File: src/rtl/vga_sync_decoder.sv
// VGA sink: recovers pixel coordinates and colour from an hs/vs/rgb stream,
// measures every line and frame against the nominal timing and reports lock.
module vga_sync_decoder #(
   parameter int   H_ACTIVE = 1024,
   parameter int   H_FP     = 24,
   parameter int   H_SYNC   = 136,
   parameter int   H_BP     = 160,
   parameter int   V_ACTIVE = 768,
   parameter int   V_FP     = 3,
   parameter int   V_SYNC   = 6,
   parameter int   V_BP     = 29,
   parameter logic SYNC_ACT = 1'b0
) (
   input  logic        clk,
   input  logic        rst,
   input  logic        hs,
   input  logic        vs,
   input  logic [3:0]  r,
   input  logic [3:0]  g,
   input  logic [3:0]  b,
   output logic [10:0] pix_x,
   output logic [9:0]  pix_y,
   output logic [11:0] pix_rgb,
   output logic        pix_valid,
   output logic        frame_start,
   output logic        locked,
   output logic        h_err,
   output logic        v_err,
   output logic [15:0] frame_cnt
);

   localparam int H_TOTAL = H_ACTIVE + H_FP + H_SYNC + H_BP;
   localparam int V_TOTAL = V_ACTIVE + V_FP + V_SYNC + V_BP;

   localparam logic [10:0] H_LAST  = 11'(H_TOTAL - 1);
   localparam logic [10:0] H_START = 11'(H_SYNC + H_BP);
   localparam logic [10:0] H_END   = 11'(H_SYNC + H_BP + H_ACTIVE);
   localparam logic [9:0]  V_LAST  = 10'(V_TOTAL - 1);
   localparam logic [9:0]  V_FULL  = 10'(V_TOTAL);
   localparam logic [9:0]  V_START = 10'(V_SYNC + V_BP);
   localparam logic [9:0]  V_END   = 10'(V_SYNC + V_BP + V_ACTIVE);

   typedef enum logic [1:0] {
      ST_SEARCH,
      ST_ACQUIRE,
      ST_LOCKED
   } state_t;

   function automatic logic [10:0] sat_inc_h(input logic [10:0] cnt);
      sat_inc_h = (cnt == 11'h7FF) ? cnt : cnt + 11'd1;
   endfunction

   function automatic logic [9:0] sat_inc_v(input logic [9:0] cnt);
      sat_inc_v = (cnt == 10'h3FF) ? cnt : cnt + 10'd1;
   endfunction

   logic        r_hs_p0;
   logic        r_hs_p1;
   logic        r_vs_p0;
   logic        r_vs_p1;
   logic [11:0] r_rgb_p0;

   logic [10:0] r_h_cnt;
   logic [9:0]  r_v_cnt;
   logic        r_vs_pend;
   state_t      r_state;
   logic        r_acq_bad;

   logic        w_hs_edge;
   logic        w_vs_edge;
   logic        w_searching;
   logic [10:0] w_h_nxt;
   logic [9:0]  w_v_nxt;
   logic        w_vs_pend_nxt;
   logic        w_bnd;
   logic        w_h_err;
   logic        w_v_err;
   logic        w_err;
   logic        w_active;

   // ---- stage p0: input capture and edge-detect delay ----
   always_ff @(posedge clk) begin
      if (rst) begin
         r_hs_p0  <= 1'b0;
         r_hs_p1  <= 1'b0;
         r_vs_p0  <= 1'b0;
         r_vs_p1  <= 1'b0;
         r_rgb_p0 <= '0;
      end else begin
         r_hs_p0  <= hs;
         r_hs_p1  <= r_hs_p0;
         r_vs_p0  <= vs;
         r_vs_p1  <= r_vs_p0;
         r_rgb_p0 <= {r, g, b};
      end
   end

   assign w_hs_edge   = (r_hs_p0 == SYNC_ACT) && (r_hs_p1 != SYNC_ACT);
   assign w_vs_edge   = (r_vs_p0 == SYNC_ACT) && (r_vs_p1 != SYNC_ACT);
   assign w_searching = (r_state == ST_SEARCH);

   // A vs edge is held pending until the next hs edge so that the frame
   // boundary always lands on a line start, whatever the vs phase.
   always_comb begin
      w_h_nxt       = sat_inc_h(r_h_cnt);
      w_v_nxt       = r_v_cnt;
      w_vs_pend_nxt = r_vs_pend | w_vs_edge;
      w_bnd         = 1'b0;
      w_h_err       = 1'b0;
      w_v_err       = 1'b0;
      if (w_hs_edge) begin
         w_h_nxt = '0;
         w_h_err = !w_searching && (r_h_cnt != H_LAST);
         if (r_vs_pend || w_vs_edge) begin
            w_v_nxt       = '0;
            w_vs_pend_nxt = 1'b0;
            w_bnd         = 1'b1;
            w_v_err       = !w_searching && (r_v_cnt != V_LAST);
         end else begin
            w_v_nxt = sat_inc_v(r_v_cnt);
            w_v_err = !w_searching && (w_v_nxt == V_FULL);
         end
      end
   end

   assign w_err    = w_h_err | w_v_err;
   assign w_active = (w_h_nxt >= H_START) && (w_h_nxt < H_END) &&
                     (w_v_nxt >= V_START) && (w_v_nxt < V_END);

   // ---- stage p1: counters and pixel outputs ----
   always_ff @(posedge clk) begin
      if (rst) begin
         r_h_cnt   <= '0;
         r_v_cnt   <= '0;
         r_vs_pend <= 1'b0;
         pix_x     <= '0;
         pix_y     <= '0;
         pix_rgb   <= '0;
      end else begin
         r_h_cnt   <= w_h_nxt;
         r_v_cnt   <= w_v_nxt;
         r_vs_pend <= w_vs_pend_nxt;
         pix_x     <= w_h_nxt - H_START;
         pix_y     <= w_v_nxt - V_START;
         pix_rgb   <= r_rgb_p0;
      end
   end

   // Lock FSM; pix_valid follows the post-transition state so an error
   // blanks the pixel on the very edge that reports it.
   always_ff @(posedge clk) begin
      if (rst) begin
         r_state     <= ST_SEARCH;
         r_acq_bad   <= 1'b0;
         locked      <= 1'b0;
         pix_valid   <= 1'b0;
         frame_start <= 1'b0;
         h_err       <= 1'b0;
         v_err       <= 1'b0;
         frame_cnt   <= '0;
      end else begin
         frame_start <= w_bnd && !w_searching;
         h_err       <= w_h_err;
         v_err       <= w_v_err;
         pix_valid   <= 1'b0;
         case (r_state)
            ST_SEARCH: begin
               if (w_bnd) begin
                  r_state   <= ST_ACQUIRE;
                  r_acq_bad <= 1'b0;
               end
            end
            ST_ACQUIRE: begin
               if (w_bnd) begin
                  if (r_acq_bad || w_err) begin
                     r_acq_bad <= 1'b0;
                  end else begin
                     r_state   <= ST_LOCKED;
                     locked    <= 1'b1;
                     pix_valid <= w_active;
                     frame_cnt <= frame_cnt + 16'd1;
                  end
               end else if (w_err) begin
                  r_acq_bad <= 1'b1;
               end
            end
            ST_LOCKED: begin
               if (w_err) begin
                  r_state <= ST_SEARCH;
                  locked  <= 1'b0;
               end else begin
                  pix_valid <= w_active;
                  if (w_bnd) frame_cnt <= frame_cnt + 16'd1;
               end
            end
            default: begin
               r_state <= ST_SEARCH;
               locked  <= 1'b0;
            end
         endcase
      end
   end

endmodule

File: config.mk
export PLATFORM = sky130hd
export DESIGN_NAME = vga_sync_decoder
export DESIGN_NICKNAME = d
export VERILOG_FILES = /design/src/rtl/vga_sync_decoder.sv
export SDC_FILE = /design/constraint.sdc
export NUM_CORES = 1
export LEC_CHECK = 0
export ABC_AREA = 1
export CAP_MARGIN = 20
export CORE_ASPECT_RATIO = 1.2
export CORE_MARGIN = 2
export CORE_UTILIZATION = 58
export CTS_CLUSTER_DIAMETER = 120
export DETAILED_ROUTE_END_ITERATION = 12
export GPL_TIMING_DRIVEN = 0
export PLACE_DENSITY = 0.85
export SLEW_MARGIN = 30
export SYNTH_ARGS = -nofsm -noshare
export SYNTH_HDL_FRONTEND = slang
export SYNTH_SLANG_ARGS = --single-unit
File: constraint.sdc
create_clock -name clk -period 5.6 [get_ports clk]
set_input_delay 0.84 -clock clk [delete_from_list [all_inputs] [get_ports clk]]
set_output_delay 0.84 -clock clk [all_outputs]
set_load 0.005 [all_outputs]
==> out/summary.md, run 1 <==
• outcome: completed
• DIE HEIGHT: 99.2 um
• core footprint: 7270 um^2
• row cnt: 34
• class of the most critical hold timing path: flop to flop
• arrival time of the worst setup path: 3.12 ns
• fraction of the yosys area taken by sequential cells: 42.0%
• largest delay contributor family on the critical path: simple AND/OR/NAND/NOR gates
• CTS root buffer: clkbuf_8
• Syn Area/Cell: 7.27 um^2
• postcts setup bufs: 0
• category of the worst setup path capture point: flop
• number of global-route vias before repair: 3853
• Netlist Area Pre-Place: 4380 um^2
• maximum frequency from static timing analysis: 357 MHz
• placed wire-length estimate after detailed placement: 7520 um
• first-pass detailed-route iteration total: 5
• leakage power: 2.44 nW
• Worst path most repeated cell: nand2_1
• min Tclk post-route: 2.80 ns
• Antenna diodes: 0
• wire length of the first global-routing pass: 17000 um
• initial antenna violation count: 0
• Routed Antenna Nets: 0
• aggregate global-route resource usage: 24.9%
• initial drt markers: 253
• number of clock buffers inserted by TritonCTS: 9
• post-cts sizing count: 0
• post-route clock period utilization: 50.1%
• Total Power: 1.27 mW
• Reg clk slew, reported paths: 0.11 ns
• Synth async-reset ratio: 0%
• initial core utilization: 60.2%
• number of enable-type register cells in the synthesized netlist: 0
• fin. max-slew vios: 0
• crit path buf inv count: 1
• routability congestion estimate: 0.898
• count of unique library cells instantiated by Yosys: 36
• horizontal die dimension: 83.3 um
• vias per std cell: 5.22
• maximum count of clock buffers along a single path: 2
• Syn. warnings: 0
• leading cell types in the layout, fill and taps excluded: nand2_1, inv_1, dfxtp_1, nor2_1, clkdlybuf4s50_1
• Crit Path Class: flop to flop
• total length of routed wires: 10200 um
• total of buffers placed on input and output ports: 69
• power density relative to cell area: 236 nW/um^2
• final core utilization: 74.2%
• pin count of the biggest net entering global routing: 21
• Synthesized Nets: 629
• Primary FF master, synth: dfxtp_1
• number of top-level design ports: 70
• overflow left after global routing: 0
• total count of hold-check failures in the final report: 0
• Wirelength per Cell: 13.2 um
• count of hold buffers inserted by post-cts repair: 0
• floorplan die area: 8270 um^2
• Clock Sinks: 92
• Least-Margin Pin Slew: 0.596 ns
• post-synthesis cell count: 603
• Filler Cells Inserted: 534
• number of nets in the finished design: 709
• flip-flop and latch count after synthesis: 92
• final setup violation count: 0
• share of final-layout standard cells stronger than drive strength 1: 7.70%
• most common cell after layout, fill and taps aside: nand2_1
• Remaining DRCs: 0
• clock tree skew after final layout: 0.0136 ns
• master of the slowest instance on the critical path: dfxtp_1
• required time at the endpoint of the critical path: 5.92 ns
• startpoint types: flop
• Max H-tree Level: 3
• clock latency at the later pin of the worst-skew pair: 0.38 ns
• CTS tree: built
• cells traversed along the worst timing path: ha_1, nand2_1, inv_1, nand2_2, nor3_4, nand2_1, nor2_1, nor2_1, nand2_1, nand3_1, ha_1, o21ai_0, nand2_1, nand2_1, nand3b_1, nand2_1, nor2_1
• largest stage delay on the critical path: 0.45 ns
• post-route setup TNS: 0 ns
• max-cap violations: 0
• via total after detailed routing: 4061
• Area growth syn-to-layout: 23.2%
• unrepaired setup endpoints after global routing: false
• crit path max fanout: 5
• Peak VDD IR: 0.000218 V
• worst relative slew slack: 60.0%
==> metrics by stage <==
step                area (um^2)  worst slack, ns  instances  hold WS [ns]
floorplan                  4380             3.34        603         0.388
global placement           5180             2.93        762         0.388
detailed placement         5180             2.88        762         0.394
CTS                        5400             2.83        778         0.413
global route               5400             2.53        778         0.421
finish                     5400             2.80        778         0.408
==> routing by layer <==
| metal | share of wire (%) | up-vias | GRT usage, % |
|---|---|---|---|
| met4 | 1.8 | 0 | 9.96 |
| met3 | 6.2 | 19 | 5.31 |
| li1 | - | 2053 | - |
| met1 | 42 | 1841 | 29.5 |
| met2 | 50 | 148 | 43.9 |
| met5 | 0 | - | 0 |
==> path summary, 6_finish.rpt <==
kind                                              from               endpoint  slack [ns]  cells past startpoint
worst max-delay path               pix_x[0]$_SDFF_PP0_   pix_valid$_SDFF_PP0_        2.80                     17
worst min-delay path            r_rgb_p0[6]$_SDFF_PP0_  pix_rgb[6]$_SDFF_PP0_        0.41                      2
worst max register to register     pix_x[0]$_SDFF_PP0_   pix_valid$_SDFF_PP0_        2.80                     17
worst min register to register  r_rgb_p0[6]$_SDFF_PP0_  pix_rgb[6]$_SDFF_PP0_        0.41                      2
==> Yosys cell counts (2+ instances only) <==
cell / n / area [um^2]
nor4_1: 3 / 18.8
ha_1: 10 / 125
nand3_4: 2 / 35.0
inv_2: 3 / 11.3
nand3_2: 5 / 50.1
nand2_4: 3 / 33.8
buf_4: 3 / 22.5
nand2_2: 5 / 31.3
o22ai_1: 4 / 25.0
nor2_2: 5 / 31.3
inv_1: 100 / 375
o21ai_0: 16 / 80.1
nor2_1: 89 / 334
a21oi_1: 34 / 170
nor2_4: 2 / 22.5
buf_1: 4 / 15.0
dfxtp_1: 92 / 1840
nand4_1: 24 / 150
buf_6: 4 / 45.0
nand3b_1: 2 / 15.0
nand2_1: 114 / 428
nor3_1: 10 / 50.1
or2_2: 2 / 12.5
a22oi_1: 3 / 22.5
clkbuf_1: 7 / 26.3
xnor2_1: 7 / 61.3
nand3_1: 27 / 135
xor2_1: 14 / 123
o21a_1: 2 / 15.0
==> sequential cells by signal, indices dropped and copies added, names as in the netlist, 2 cells and up <==
name and cells:
frame_cnt 16, pix_rgb 12, pix_x 11, pix_y 10
r_h_cnt 8, r_rgb_p0 12, r_state 2, r_v_cnt 10
==> power breakdown <==
| group | switching (mW) | internal [mW] |
|---|---|---|
| logic | 0.0692 | 0.0600 |
| clock network | 0.279 | 0.181 |
| registers | 0.00918 | 0.676 |
==> worst register-to-register path: stages (launching register included) <==
cell	delay, ns
dfxtp_1	0.45
ha_1	0.26
nand2_1	0.08
inv_1	0.07
nand2_2	0.10
nor3_4	0.20
nand2_1	0.11
nor2_1	0.19
nor2_1	0.07
nand2_1	0.06
nand3_1	0.14
ha_1	0.30
o21ai_0	0.29
nand2_1	0.09
nand2_1	0.10
nand3b_1	0.11
nand2_1	0.05
nor2_1	0.09
==> final cells by class <==
type	instances	area (um^2)	share of cell area, %
repair buffers	69	691	12.8
well taps	90	113	2.09
clock buffers	9	124	2.29
multi-input cells	389	2040	37.8
clock inverters	7	88.8	1.65
inverters	104	390	7.23
plain buffers	18	109	2.02
flip-flops and latches	92	1840	34.1
==> cell families (layout without fill, tap and decap cells) <==
| kind of cell | Yosys count | in the layout | share of synthesized area [%] |
|---|---|---|---|
| and+or+nand+nor | 294 | 294 | 31.1 |
| buffers and inverters | 122 | 207 | 11.4 |
| DFF | 92 | 92 | 42.0 |
| AOI/OAI and AO/OA | 64 | 64 | 8.40 |
| xor gates and xnor gates | 21 | 21 | 4.20 |
| adders and majority gates | 10 | 10 | 2.86 |
No activity file was read; power rests on OpenSTA's default activity.
==> run 2, diff against run 1 <==
--- a/config.mk
+++ b/config.mk
@@ -9,11 +9,11 @@
 export CAP_MARGIN = 20
 export CORE_ASPECT_RATIO = 1.2
 export CORE_MARGIN = 2
-export CORE_UTILIZATION = 58
+export CORE_UTILIZATION = 54
 export CTS_CLUSTER_DIAMETER = 120
 export DETAILED_ROUTE_END_ITERATION = 12
 export GPL_TIMING_DRIVEN = 0
-export PLACE_DENSITY = 0.85
+export PLACE_DENSITY = 0.8
 export SLEW_MARGIN = 30
 export SYNTH_ARGS = -nofsm -noshare
 export SYNTH_HDL_FRONTEND = slang
==> constraint.sdc (replaced) <==
create_clock -name clk -period 2.8 [get_ports clk]
set_input_delay 0.42 -clock clk [delete_from_list [all_inputs] [get_ports clk]]
set_output_delay 0.42 -clock clk [all_outputs]
set_load 0.005 [all_outputs]
==> run 2 against run 1 <==
Effect of this change:
- count of clock-buffer cells in the layout unchanged
- fmax rose by 9.8%
- power rose by 110%
- hold slack barely moved
- utilization shrank 6.3 points
- cell area increased by 0.86%
- final cell count up 0.64%
- sequential share of layout area is 0.20 points lower
- setup slack worse by 2.5 ns
- sequential power up 100%
==> out/summary.md, run 2 (synthesis results as in run 1) <==
• outcome: completed
• minimum setup slack in the final design: 0.247 ns
• class of the most critical hold timing path: flop to flop
• startpoint types: flop
• largest registers: frame_cnt (16), pix_rgb (12), r_rgb_p0 (12)
• Area growth syn-to-layout: 24.2%
• overflow left after global routing: 0
• via total after detailed routing: 4085
• placed wire-length estimate after detailed placement: 7510 um
• maximum frequency from static timing analysis: 392 MHz
• Clk network pwr share: 37.9%
• clock latency at the later pin of the worst-skew pair: 0.38 ns
• Clock Sinks: 92
• aggregate global-route resource usage: 23.6%
• Worst path most repeated cell: nand2_1
• power density relative to cell area: 483 nW/um^2
• met3 usage in global routing: 6.08%
• horizontal die dimension: 86.2 um
• Routed Antenna Nets: 0
• net switching power of the design: 0.712 mW
• master of the slowest instance on the critical path: dfxtp_2
• part of the power in registers: 52.1%
• post-route cell area: 5440 um^2
• worst relative slew slack: 56.0%
• vias per std cell: 5.22
• maximum count of clock buffers along a single path: 2
• initial drt markers: 142
• CTS tree: built
• internal power component: 1.92 mW
• max FFs per register: 16
• fin. max-slew vios: 0
• number of global-route vias before repair: 3868
• most common cell after layout, fill and taps aside: nand2_1
• arrival time of the worst setup path: 2.87 ns
• row cnt: 36
• wire length of the first global-routing pass: 16600 um
• largest stage delay on the critical path: 0.39 ns
• GRT met2 Usage: 43.3%
• post-placement worst setup slack: 0.0895 ns
• Peak VDD IR: 0.000442 V
• cells traversed along the worst timing path: ha_1, nand2_1, inv_1, nand2_2, nor3_4, nand2_1, nor2_2, nor2_1, nand2_1, nand3_1, ha_1, o21ai_2, nand2_1, nand2_1, nand3b_1, nand2_1, nor2_1
• pin count of the biggest net entering global routing: 20
• final setup violation count: 0
• routability congestion estimate: 0.985
• share of final-layout standard cells stronger than drive strength 1: 9.01%
• number of top-level design ports: 70
• category of the worst setup path capture point: flop
• Most Crowded Layer GR: met2
• DIE HEIGHT: 103 um
• post-route clock period utilization: 91.2%
• crit path max fanout: 5
• Reg clk slew, reported paths: 0.10 ns
• GR Util met1: 25.2%
• register ranked first by flip-flop count: frame_cnt
• Wirelength per Cell: 13.2 um
• Antenna diodes: 0
• leading cell types in the layout, fill and taps excluded: nand2_1, inv_1, nor2_1, dfxtp_1, clkdlybuf4s50_1
• first-pass detailed-route iteration total: 5
• crit path buf inv count: 1
• max-cap violations: 0
• largest delay contributor family on the critical path: simple AND/OR/NAND/NOR gates
• power share of the combinational group: 10.0%
• net switching fraction of the power: 27.1%
• initial antenna violation count: 0
• core footprint: 8020 um^2
• area used by multi-input combinational logic: 2060 um^2
• CTS root buffer: clkbuf_8
• min Tclk post-route: 2.55 ns
• placed instance area: 5190 um^2
• number of clock buffers inserted by TritonCTS: 9
• Filler Cells Inserted: 673
• Max H-tree Level: 3
• count of hold buffers inserted by post-cts repair: 0
• initial core utilization: 54.7%
• Remaining DRCs: 0
• required time at the endpoint of the critical path: 3.12 ns
• Least-Margin Pin Slew: 0.660 ns
• floorplan die area: 8850 um^2
• Crit Path Class: flop to flop
• total length of routed wires: 10300 um
• total count of hold-check failures in the final report: 0
• leakage power: 2.46 nW
• total of buffers placed on input and output ports: 69
• Reg area: 1850 um^2
• clock tree skew after final layout: 0.00784 ns
• number of nets in the finished design: 709
• unrepaired setup endpoints after global routing: true
run 2: final timing paths:
kind | end | start | depth (start not counted) | slack, ns
hold / removal | pix_rgb[5]$_SDFF_PP0_ | r_rgb_p0[5]$_SDFF_PP0_ | 2 | 0.41
setup reg to reg | pix_valid$_SDFF_PP0_ | pix_x[0]$_SDFF_PP0_ | 17 | 0.25
hold reg to reg | pix_rgb[5]$_SDFF_PP0_ | r_rgb_p0[5]$_SDFF_PP0_ | 2 | 0.41
setup / recovery | pix_valid$_SDFF_PP0_ | pix_x[0]$_SDFF_PP0_ | 17 | 0.25
run 2: metrics by stage:
stage	hold WS [ns]	instances	util [%]	setup TNS [ns]	power, mW
final	0.408	783	67.9	0	2.63
after global routing	0.422	783	67.9	-0.0222	2.72
after CTS	0.409	783	67.6	0	2.63
after detailed placement	0.394	767	64.7	0	1.66
after global placement	0.389	767	64.7	0	1.65
after floorplan	0.388	603	-	0	1.54
run 2: layout make-up:
cell class / instances / share of cell area (%)
clock inverters: 7 / 1.88
inverters: 104 / 7.17
well taps: 95 / 2.18
repair buffers: 69 / 12.7
multi-input cells: 389 / 37.9
flip-flops and latches: 92 / 33.9
clock buffers: 9 / 2.28
plain buffers: 18 / 2.00
run 2: metal layers:
layer  routed length, um  share of wire (%)
met5                   0                  0
met2                5290                 51
met3                 630                6.1
met4                 284                2.7
met1                4140                 40
run 2: worst reg2reg max path: stages (launching register included):
cell and delay [ns]:
dfxtp_2 0.39, ha_1 0.22, nand2_1 0.07, inv_1 0.07, nand2_2 0.11, nor3_4 0.20, nand2_1 0.13, nor2_2 0.14
nor2_1 0.05, nand2_1 0.05, nand3_1 0.13, ha_1 0.31, o21ai_2 0.19, nand2_1 0.07, nand2_1 0.09, nand3b_1 0.12
nand2_1 0.06, nor2_1 0.09
run 2: power by group through the flow:
stage | Sequential, mW | Clock [mW] | Combinational [mW]
2_1_floorplan | 1.40 | 0 | 0.145
3_3_place_gp | 1.40 | 0 | 0.254
3_5_place_dp | 1.40 | 0 | 0.259
4_1_cts | 1.37 | 0.999 | 0.261
5_1_grt | 1.38 | 1.05 | 0.293
6_report | 1.37 | 0.999 | 0.262
run 2: timing repair:
action                     in CTS  in global routing
gates resized for setup         0                 10
setup endpoints to repair       0                  4
buffers inserted                0                  0
==> run 3, diff against run 2 <==
--- a/config.mk
+++ b/config.mk
@@ -6,7 +6,7 @@
 export NUM_CORES = 1
 export LEC_CHECK = 0
 export ABC_AREA = 1
-export CAP_MARGIN = 20
+export CAP_MARGIN = 10
 export CORE_ASPECT_RATIO = 1.2
 export CORE_MARGIN = 2
 export CORE_UTILIZATION = 54
==> results of run 3 <==
Same layout as run 2: the final DEF is identical, and so are final timing and power.
